$ cat config.mk
export PLATFORM = sky130hd
export DESIGN_NAME = uart_echo_buf
export DESIGN_NICKNAME = d
export VERILOG_FILES = /design/src/rtl/uart_echo_buf.sv
export SDC_FILE = /design/constraint.sdc
export NUM_CORES = 1
export LEC_CHECK = 0
export CAP_MARGIN = 20
export CORE_MARGIN = 4
export CORE_UTILIZATION = 25
export CTS_BUF_LIST = sky130_fd_sc_hd__clkbuf_8
export CTS_CLUSTER_DIAMETER = 150
export DETAILED_ROUTE_END_ITERATION = 7
export SETUP_SLACK_MARGIN = 0.2
export SLEW_MARGIN = 10
export SYNTH_ARGS = -nofsm -noshare
export SYNTH_HDL_FRONTEND = slang
export SYNTH_SLANG_ARGS = --single-unit
$ cat constraint.sdc
create_clock -name clk_i -period 8.4 [get_ports clk_i]
set_input_delay 1.68 -clock clk_i [delete_from_list [all_inputs] [get_ports clk_i]]
set_output_delay 1.68 -clock clk_i [all_outputs]
set_load 0.01 [all_outputs]
$ cat src/rtl/uart_echo_buf.sv
`default_nettype none
// ---- uart_echo_buf : FIFO-buffered UART echo with pass/upper/CRLF/mute transform ----
// ---- rev 1.0 ----
module uart_echo_buf #(
  parameter int DATA_WIDTH = 8,
  parameter int DEPTH      = 16,
  parameter int CNT_WIDTH  = 16
) (
  input  logic                    clk_i,
  input  logic                    rst_ni,
  input  logic [1:0]              mode_i,
  input  logic                    clear_i,
  input  logic [DATA_WIDTH-1:0]   s_axis_tdata,
  input  logic                    s_axis_tvalid,
  output logic                    s_axis_tready,
  output logic [DATA_WIDTH-1:0]   m_axis_tdata,
  output logic                    m_axis_tvalid,
  input  logic                    m_axis_tready,
  output logic [$clog2(DEPTH):0]  level_o,
  output logic                    overflow_o,
  output logic [CNT_WIDTH-1:0]    accept_count_o,
  output logic [CNT_WIDTH-1:0]    drop_count_o
);

  localparam int AW = $clog2(DEPTH);

  typedef enum logic [1:0] {
    ST_EMPTY = 2'd0,
    ST_DATA  = 2'd1,
    ST_LF    = 2'd2
  } state_t;

  logic [DATA_WIDTH-1:0] mem [DEPTH];
  logic [AW:0]           wr_ptr, rd_ptr, level;
  logic                  fifo_full, fifo_empty, mute;
  logic                  push, pop, drop, load, load_lf;
  state_t                state, state_nx;
  logic [DATA_WIDTH-1:0] out_data, pop_byte, xform_byte, lf_byte;
  logic                  pop_is_cr, cr_held, in_ready;
  logic [CNT_WIDTH-1:0]  acc_cnt, drop_cnt;
  logic                  ovf;

  assign fifo_empty = (wr_ptr == rd_ptr);
  assign fifo_full  = (wr_ptr[AW] != rd_ptr[AW]) && (wr_ptr[AW-1:0] == rd_ptr[AW-1:0]);
  assign mute       = (mode_i == 2'b11);
  // A pop in the same cycle frees a slot, so a full FIFO can still accept.
  assign push       = s_axis_tvalid && (!fifo_full || pop) && !mute;
  assign drop       = s_axis_tvalid && !push;
  assign pop_byte   = mem[rd_ptr[AW-1:0]];

  generate
    if (DATA_WIDTH == 8) begin : g_byte_xform
      always_comb begin
        xform_byte = pop_byte;
        if (mode_i == 2'b01 && pop_byte >= 8'h61 && pop_byte <= 8'h7A)
          xform_byte = pop_byte - 8'h20;
      end
      assign pop_is_cr = (mode_i == 2'b10) && (pop_byte == 8'h0D);
      assign lf_byte   = 8'h0A;
    end else begin : g_pass_only
      assign xform_byte = pop_byte;
      assign pop_is_cr  = 1'b0;
      assign lf_byte    = '0;
    end
  endgenerate

  always_ff @(posedge clk_i) begin
    if (push)
      mem[wr_ptr[AW-1:0]] <= s_axis_tdata;
  end

  always_ff @(posedge clk_i or negedge rst_ni) begin
    if (!rst_ni) begin
      wr_ptr   <= '0;
      rd_ptr   <= '0;
      level    <= '0;
      in_ready <= 1'b0;
    end else begin
      in_ready <= 1'b1;
      if (push) wr_ptr <= wr_ptr + 1'b1;
      if (pop)  rd_ptr <= rd_ptr + 1'b1;
      level <= level + (AW+1)'(push) - (AW+1)'(pop);
    end
  end

  always_comb begin
    state_nx = state;
    pop      = 1'b0;
    load     = 1'b0;
    load_lf  = 1'b0;
    case (state)
      ST_EMPTY: begin
        if (!fifo_empty) begin
          pop      = 1'b1;
          load     = 1'b1;
          state_nx = ST_DATA;
        end
      end
      ST_DATA: begin
        if (m_axis_tready) begin
          if (cr_held) begin
            load_lf  = 1'b1;
            state_nx = ST_LF;
          end else if (!fifo_empty) begin
            pop  = 1'b1;
            load = 1'b1;
          end else begin
            state_nx = ST_EMPTY;
          end
        end
      end
      ST_LF: begin
        if (m_axis_tready) begin
          if (!fifo_empty) begin
            pop      = 1'b1;
            load     = 1'b1;
            state_nx = ST_DATA;
          end else begin
            state_nx = ST_EMPTY;
          end
        end
      end
      default: state_nx = ST_EMPTY;
    endcase
  end

  // The CR flag is captured with the byte so a later mode change cannot alter the pending LF.
  always_ff @(posedge clk_i or negedge rst_ni) begin
    if (!rst_ni) begin
      state    <= ST_EMPTY;
      out_data <= '0;
      cr_held  <= 1'b0;
    end else begin
      state <= state_nx;
      if (load) begin
        out_data <= xform_byte;
        cr_held  <= pop_is_cr;
      end else if (load_lf) begin
        out_data <= lf_byte;
        cr_held  <= 1'b0;
      end
    end
  end

  always_ff @(posedge clk_i or negedge rst_ni) begin
    if (!rst_ni) begin
      acc_cnt  <= '0;
      drop_cnt <= '0;
      ovf      <= 1'b0;
    end else if (clear_i) begin
      acc_cnt  <= '0;
      drop_cnt <= '0;
      ovf      <= 1'b0;
    end else begin
      if (push && !(&acc_cnt))  acc_cnt  <= acc_cnt + 1'b1;
      if (drop && !(&drop_cnt)) drop_cnt <= drop_cnt + 1'b1;
      if (drop && !mute)        ovf      <= 1'b1;
    end
  end

  assign s_axis_tready  = in_ready;
  assign m_axis_tdata   = out_data;
  assign m_axis_tvalid  = (state != ST_EMPTY);
  assign level_o        = level;
  assign overflow_o     = ovf;
  assign accept_count_o = acc_cnt;
  assign drop_count_o   = drop_cnt;

endmodule
`default_nettype wire

## After elaboration in Yosys (flattened, before gate mapping)

Memory sizes are Yosys's and may differ from the RTL's.
Index checks and enable logic that the tools add are counted.

- Bits in registers: 60
- Memory bits (writable): 128
- Bits of input ports: 15
- Output and inout port bits: 48
- Logic and storage cells: 86
- Memories: 1

- $add $sub $neg: 7
- $lt $le $gt $ge: 2
- Eq/ne operators: 13
- Muxes and demuxes: 28
- Reduce and logical (&&, ||, !) cells: 25

Memories:

| name | depth | width | rd ports | clocked after memory_dff | wr ports | line | RTL |
|---|---|---|---|---|---|---|---|
| mem | 16 | 8 | 1 | 0 | 1 | 33 | `logic [DATA_WIDTH-1:0] mem [DEPTH];` |

Operator list:

| operator | count |
|---|---|
| 16-bit 2-to-1 mux | 4 |
| 16-bit by 1-bit adder with 16-bit output (second input constant) | 2 |
| 16-bit AND reduction | 2 |
| 8-bit 2-to-1 mux | 3 |
| 1-bit 2-to-1 mux | 14 |
| 5-bit by 1-bit adder with 5-bit output (second input constant) | 2 |
| 1-bit logical AND | 10 |
| 2-bit 2-to-1 mux | 5 |
| 2-bit nonzero test | 5 |
| 8-bit by 4-bit == test with 1-bit output (second input constant) | 1 |
| 8-bit by 7-bit greater-or-equal comparator with 1-bit output (second input constant) | 1 |
| 8-bit by 7-bit <= comparator with 1-bit output (second input constant) | 1 |
| 8-bit by 6-bit subtractor with 8-bit output (second input constant) | 1 |
| 2-bit == test (second input constant) | 3 |
| 2-bit != test (second input constant) | 3 |
| 2-bit case mux with 3 select lines | 1 |
| 5-bit by 1-bit adder with 5-bit output | 1 |
| 5-bit == test | 1 |
| 1-bit logical NOT | 5 |
| 5-bit by 1-bit subtractor with 5-bit output | 1 |
| 2-bit by 1-bit == test with 1-bit output (second input constant) | 2 |
| 4-bit == test | 1 |
| 4-bit AND reduction | 1 |
| 3-bit != test (second input constant) | 1 |
| 4 further kinds | 4 |

## Longest topological paths before layout

- Depth after elaboration: 13
- Mapped depth: 16
- Gate-level depth less buffers: 16

## Worst setup path after synthesis

No wires, ideal clock.

- Kind: input port to flip-flop
- Start: input port m_axis_tready
- End: register level[4] (netlist: level_o[4])
- Library setup time: 0.125 ns
- Arrival time: 3.754 ns
- Required time: 8.275 ns
- Setup slack: 4.521 ns
- Stages: 12
- Path buffers: 1
- Path through: a31oi_1 a211oi_2 clkbuf_1 ha_1 inv_1 ha_1 inv_1 fa_1 inv_1 a21o_1 a21oi_1 xnor2_1

- Cells in the longest elaborated chain, start to end: 7
- Elaborated cells on any way between the ends: 8
- Those cells by class: add/sub: 2; mux: 3; reduce/logical: 3

Ends and longest elaborated chain:

| what | line | RTL |
|---|---|---|
| start: declaration | 18 | `input logic m_axis_tready,` |
| 1-bit 2-to-1 mux (on tied branches) | n/a |  |
| 1-bit case mux with 3 select lines (*) | n/a |  |
| net load | 36 | `logic push, pop, drop, load, load_lf;` |
| 1-bit logical OR | 47 | `assign push = s_axis_tvalid && (!fifo_full \|\| pop) && !mute;` |
| 1-bit logical AND (2 in a row) | 47 |  |
| 5-bit by 1-bit adder with 5-bit output | 82 | `level <= level + (AW+1)'(push) - (AW+1)'(pop);` |
| 5-bit by 1-bit subtractor with 5-bit output (*) | 82 |  |
| end signal: assignment | 82 |  |
| end: declaration | 34 | `logic [AW:0] wr_ptr, rd_ptr, level;` |

Mark *: on every way through the listed nets, which the timed path passes. The rest lies on a longest branch.
A chain may end at the register's enable or synchronous reset.

## Worst setup path after layout

- Start: input port m_axis_tready
- End: memory mem[3][0], enable pin

- Cells in the longest elaborated chain, start to end: 7
- Elaborated cells on any way between the ends: 8
- Those cells by class: mux: 5; reduce/logical: 3

Ends and longest elaborated chain:

| what | line | RTL |
|---|---|---|
| 1-bit 2-to-1 mux (on tied branches) | 113, 100 |  |
| 1-bit case mux with 3 select lines (*) | 91 | `case (state)` |
| 1-bit logical OR (*) | 47 |  |
| 1-bit logical AND (*) (2 in a row) | 47 |  |
| 1-bit 2-to-1 mux (*) | 68 | `if (push)` |
| 1-bit 2-to-1 mux (implied by the code) (*) | 69 | `mem[wr_ptr[AW-1:0]] <= s_axis_tdata;` |
| end: declaration | 33 |  |

Every way passes the cells marked *; elsewhere a longest branch is shown, timed or not.

==> results.md <==
- The post-route netlist has between 10% and 20% of its cells at a drive strength greater than 1.
- The run finished with clean final reports.
- In this run the number of H-tree levels came out at 4.
- The total detailed-routing wirelength is approximately 18000 µm.
- The congestion estimate from routability-driven global placement came to roughly 0.79.
- The number of gates given a new drive strength after cts is 0.
- The static leakage power is approximately 3.4 nW.
- For this run, the number of Yosys warnings is 0.
- The total power per unit cell area is ~290 nW/µm².
- The final number of max-transition violations was 0.
- The path type of the worst setup path is in2reg.
- At the later pin of the worst-skew pair, clock insertion delay measures 0.46 ns.
- The area growth from synthesis to layout is 17.7%.
- Dividing the detail-routed wire length by the instance count gives 17.1 µm.
- The worst path needs between 4 and 5 ns of the cycle, external delays included.
- Timing analysis after detailed placement gives a worst setup slack of roughly 3.5 ns.
- Summing the sequential cell areas from Yosys gives 64.3% of the chip area.
- The netlist area before placement is around 8300 µm².
- The number of nets in the synthesized netlist is ~590.
- After technology mapping, the gate count stands at roughly 560.
- The I/O pin count is 63.
- The floorplan core area is ~33000 µm².
- The first global-routing pass estimated approximately 29000 µm of wire.
- For this design, the sink count on the clock tree is about 190.
- In this run the tightest slew margin relative to its limit is 26.2%.
- The clock tree buffer depth is 2.
- In this design, the stage delay of the slowest critical-path cell is just over 0.9 ns.
- The worst endpoint data arrival time is about 4.5 ns.
- The largest individual stage delay along the critical path comes from the cell sky130_fd_sc_hd__nor3_1.
- Using the TritonRoute via totals, the vias-per-cell ratio works out to 4.48.
- The largest clock skew in the final design is approximately 0.020 ns.
- The startpoint of the lowest-slack hold path is m_axis_tdata[6]$_DFFE_PN0P_.
- The worst setup path is captured at a flip-flop.
- The detail route stage leaves a number of antenna-violating nets equal to 0.
- The CTS tree is done.
- The synthesized design devotes to its leading area cell type 46.2% of total area.
- The most used flip-flop cell after synthesis is sky130_fd_sc_hd__edfxtp_1.
- The number of nets in the finished design is about 660.
- The number of post-CTS setup repair buffers is 0.
- The hold violation total from the final report is 0.
- In this run the clock root is driven by a sky130_fd_sc_hd__clkbuf_8.
- Before antenna repair, the detailed router went through 4 iterations.
- The worst-case IR drop observed on VDD is around 0.00012 V.
- Summed over all layers, the global routing overflow is 0.
- Setup total negative slack on the finished layout was measured at 0 ns.
- The slew at the pin closest to its max-slew limit is ~1.1 ns.
- The area of the die is 36200 µm².
- The via count of the first global-routing pass is 4806.
- Setup violations remaining at the end of the flow were counted as 0.
- In the layout the commonest cells are sky130_fd_sc_hd__edfxtp_1 (128), sky130_fd_sc_hd__clkdlybuf4s50_1 (61), sky130_fd_sc_hd__dfrtp_1 (59), sky130_fd_sc_hd__nor2_1 (56), sky130_fd_sc_hd__xnor2_1 (36).
- The die extent in x is between 150 and 200 µm.
- Walking the worst path, the cells encountered are clkdlybuf4s50_1 -> a31oi_1 -> o211a_1 -> nor2_1 -> nand2_1 -> nor3_1.
- For the worst setup path, the data required time is around 8.5 ns.
- Clock tree synthesis inserted a total of 17 buffers.
- For this block, the initial DRC count from the detailed router was approximately 440.
- The hold buffer count at CTS is 0.
- The initial antenna violation count came to 0.
- The library cell used most frequently in the layout, excluding fill and tap cells, is sky130_fd_sc_hd__edfxtp_1.
- The maximum number of pins on one net before global-route repair is between 60 and 70.
- The remaining routing DRC violations is 0.
- Across the run, the number of max-cap violations was 0.
- The launching instance or port of the critical path is m_axis_tready.
- By area the synthesized netlist is led by sky130_fd_sc_hd__edfxtp_1 (46%), sky130_fd_sc_hd__dfrtp_1 (18%), sky130_fd_sc_hd__mux4_2 (7.6%).
- 0 antenna diodes ended up in the layout.
- Across all layers, the routed design uses ~4800 vias.
- The number of flops mapped to enable cells by yosys is 128.
- In this run the tool buffered the top-level ports with slightly above 60 buffer cells.
- The placement row count is 66.
- The total track usage is a little over 10%.
- Synthesis instantiated 67 different standard cells from the library.
- Across all setup checks in the final design, the least slack found is roughly 4 ns.
- The register clock-pin slew on the reported worst setup and hold paths is about 0.1 ns.
- After synthesis, the share of flip-flops with an asynchronous set or reset is between 30% and 40%.
- The startpoint kind of the worst setup timing path is an input port.
- The initial utilization of the core area, before any placement, comes to 25.4%.
- In this run the critical register-to-register path is launched from rd_ptr[0]$_DFFE_PN0P_.
- The maximum frequency from static timing analysis is about 0.23 GHz.
- Synthesis inferred between 150 and 200 register bits.
- Setup repair after global routing left no endpoint under its margin.
- The classification of the worst-slack hold path is reg2reg.
- Of all nets on the critical path, the largest fanout is 9.
- Detailed placement finished with a half-perimeter wire length of 12300 µm.
- The average instance in the mapped netlist occupies ~15 µm².
- The largest area contributor in the netlist is sky130_fd_sc_hd__edfxtp_1.
- The vertical die dimension is between 150 and 200 µm.
- The worst path uses ~52% of the clock period.
[flip-flops by register name, summed over array words and instances (netlist names)]
| signal | flops |
|---|---|
| drop_count_o | 16 |
| rd_ptr | 5 |
| m_axis_tdata | 8 |
| level_o | 5 |
| mem | 128 |
| accept_count_o | 16 |
| wr_ptr | 5 |
| cr_held | 1 |
| s_axis_tready | 1 |
| state | 2 |
| overflow_o | 1 |
[worst paths after layout]
| check | to | slack (ns) | depth (start not counted) |
|---|---|---|---|
| worst max-delay path | mem[3][0]$_DFFE_PP_ | 4.01 | 6 |
| worst min-delay path | m_axis_tdata[6]$_DFFE_PN0P_ | 0.50 | 1 |
| worst max register to register | mem[3][0]$_DFFE_PP_ | 4.65 | 7 |
| worst min register to register | m_axis_tdata[6]$_DFFE_PN0P_ | 0.50 | 1 |
| max in group asynchronous | rd_ptr[0]$_DFFE_PN0P_ | 6.46 | 2 |
| min in group asynchronous | accept_count_o[7]$_DFFE_PN0P_ | 1.36 | 2 |
[metrics by stage]
step | hold WS (ns) | power (W) | cell area (µm²) | instances | util [%]
after CTS | 0.510 | 0.00288 | 9780 | 1076 | 29.9
after detailed placement | 0.488 | 0.00226 | 9370 | 1044 | 28.7
after global routing | 0.530 | 0.00302 | 9790 | 1077 | 29.9
after floorplan | 0.498 | 0.00195 | 8320 | 558 | -
final | 0.502 | 0.00285 | 9790 | 1077 | 29.9
after global placement | 0.478 | 0.00225 | 9370 | 1044 | 28.7
[cell usage after synthesis (all sizes together), types with 2 or more instances]
cell / instances
a32o: 2
nand2b: 5
mux4: 28
o211ai: 2
xnor2: 36
a22oi: 5
ha: 17
nand3: 15
nor3: 16
nor3b: 2
a21o: 3
a221o: 2
nor2b: 5
a211oi: 3
inv: 26
nor4: 12
nand4: 7
and4: 4
nor2: 56
nor4b: 3
o31ai: 2
buf: 17
nand3b: 2
a21oi: 9
o221ai: 3
o21ai: 6
nand2: 29
mux2: 7
clkbuf: 6
mux2i: 7
xor2: 9
and2: 6
a31oi: 2
edfxtp: 128
dfrtp: 60
a22o: 4
[layout make-up]
type | instances | area, µm²
Timing Repair Buffer | 68 | 658
Tap cell | 442 | 553
Sequential cell | 188 | 5350
Inverter | 26 | 97.6
Multi-Input combinational cell | 321 | 2720
Fill cell | 3295 | 22900
Clock buffer | 17 | 234
Clock inverter | 15 | 178
[routing by layer]
layer | global-route usage [%] | part of all wire, % | wire (µm)
met1 | 15.0 | 46 | 8440
met2 | 15.7 | 46 | 8550
met3 | 1.87 | 6.4 | 1180
met4 | 2.98 | 1.2 | 229
met5 | 0 | 0 | 0
[critical path: cells and delay by family]
family          cells  cell delay, ns
simple gates        3            1.84
buf+inv             1            0.51
compound gates      2            0.44
[where the power goes]
| part | switching (W) | leakage, nW | internal (W) |
|---|---|---|---|
| combinational | 0.000540 | 1.22 | 0.000459 |
| clock | 0.000346 | 0.210 | 0.000276 |
| sequential | 0.000118 | 1.94 | 0.00111 |
| total | 0.00100 | 3.37 | 0.00184 |
[kinds of logic (layout without fill, tap and decap cells)]
group	Yosys count	count (layout)	share of synthesized area [%]
adder cells (fa/ha/maj)	18	18	2.80
AND/OR/NAND/NOR	165	165	11.0
XOR/XNOR	45	45	4.74
AO/OA/AOI/OAI	50	50	4.81
buffers and inverters	49	126	2.99
flip-flops	188	188	64.3
multiplexers	42	42	9.37
other	1	1	0.0451
No activity file was read; power rests on OpenSTA's default activity.
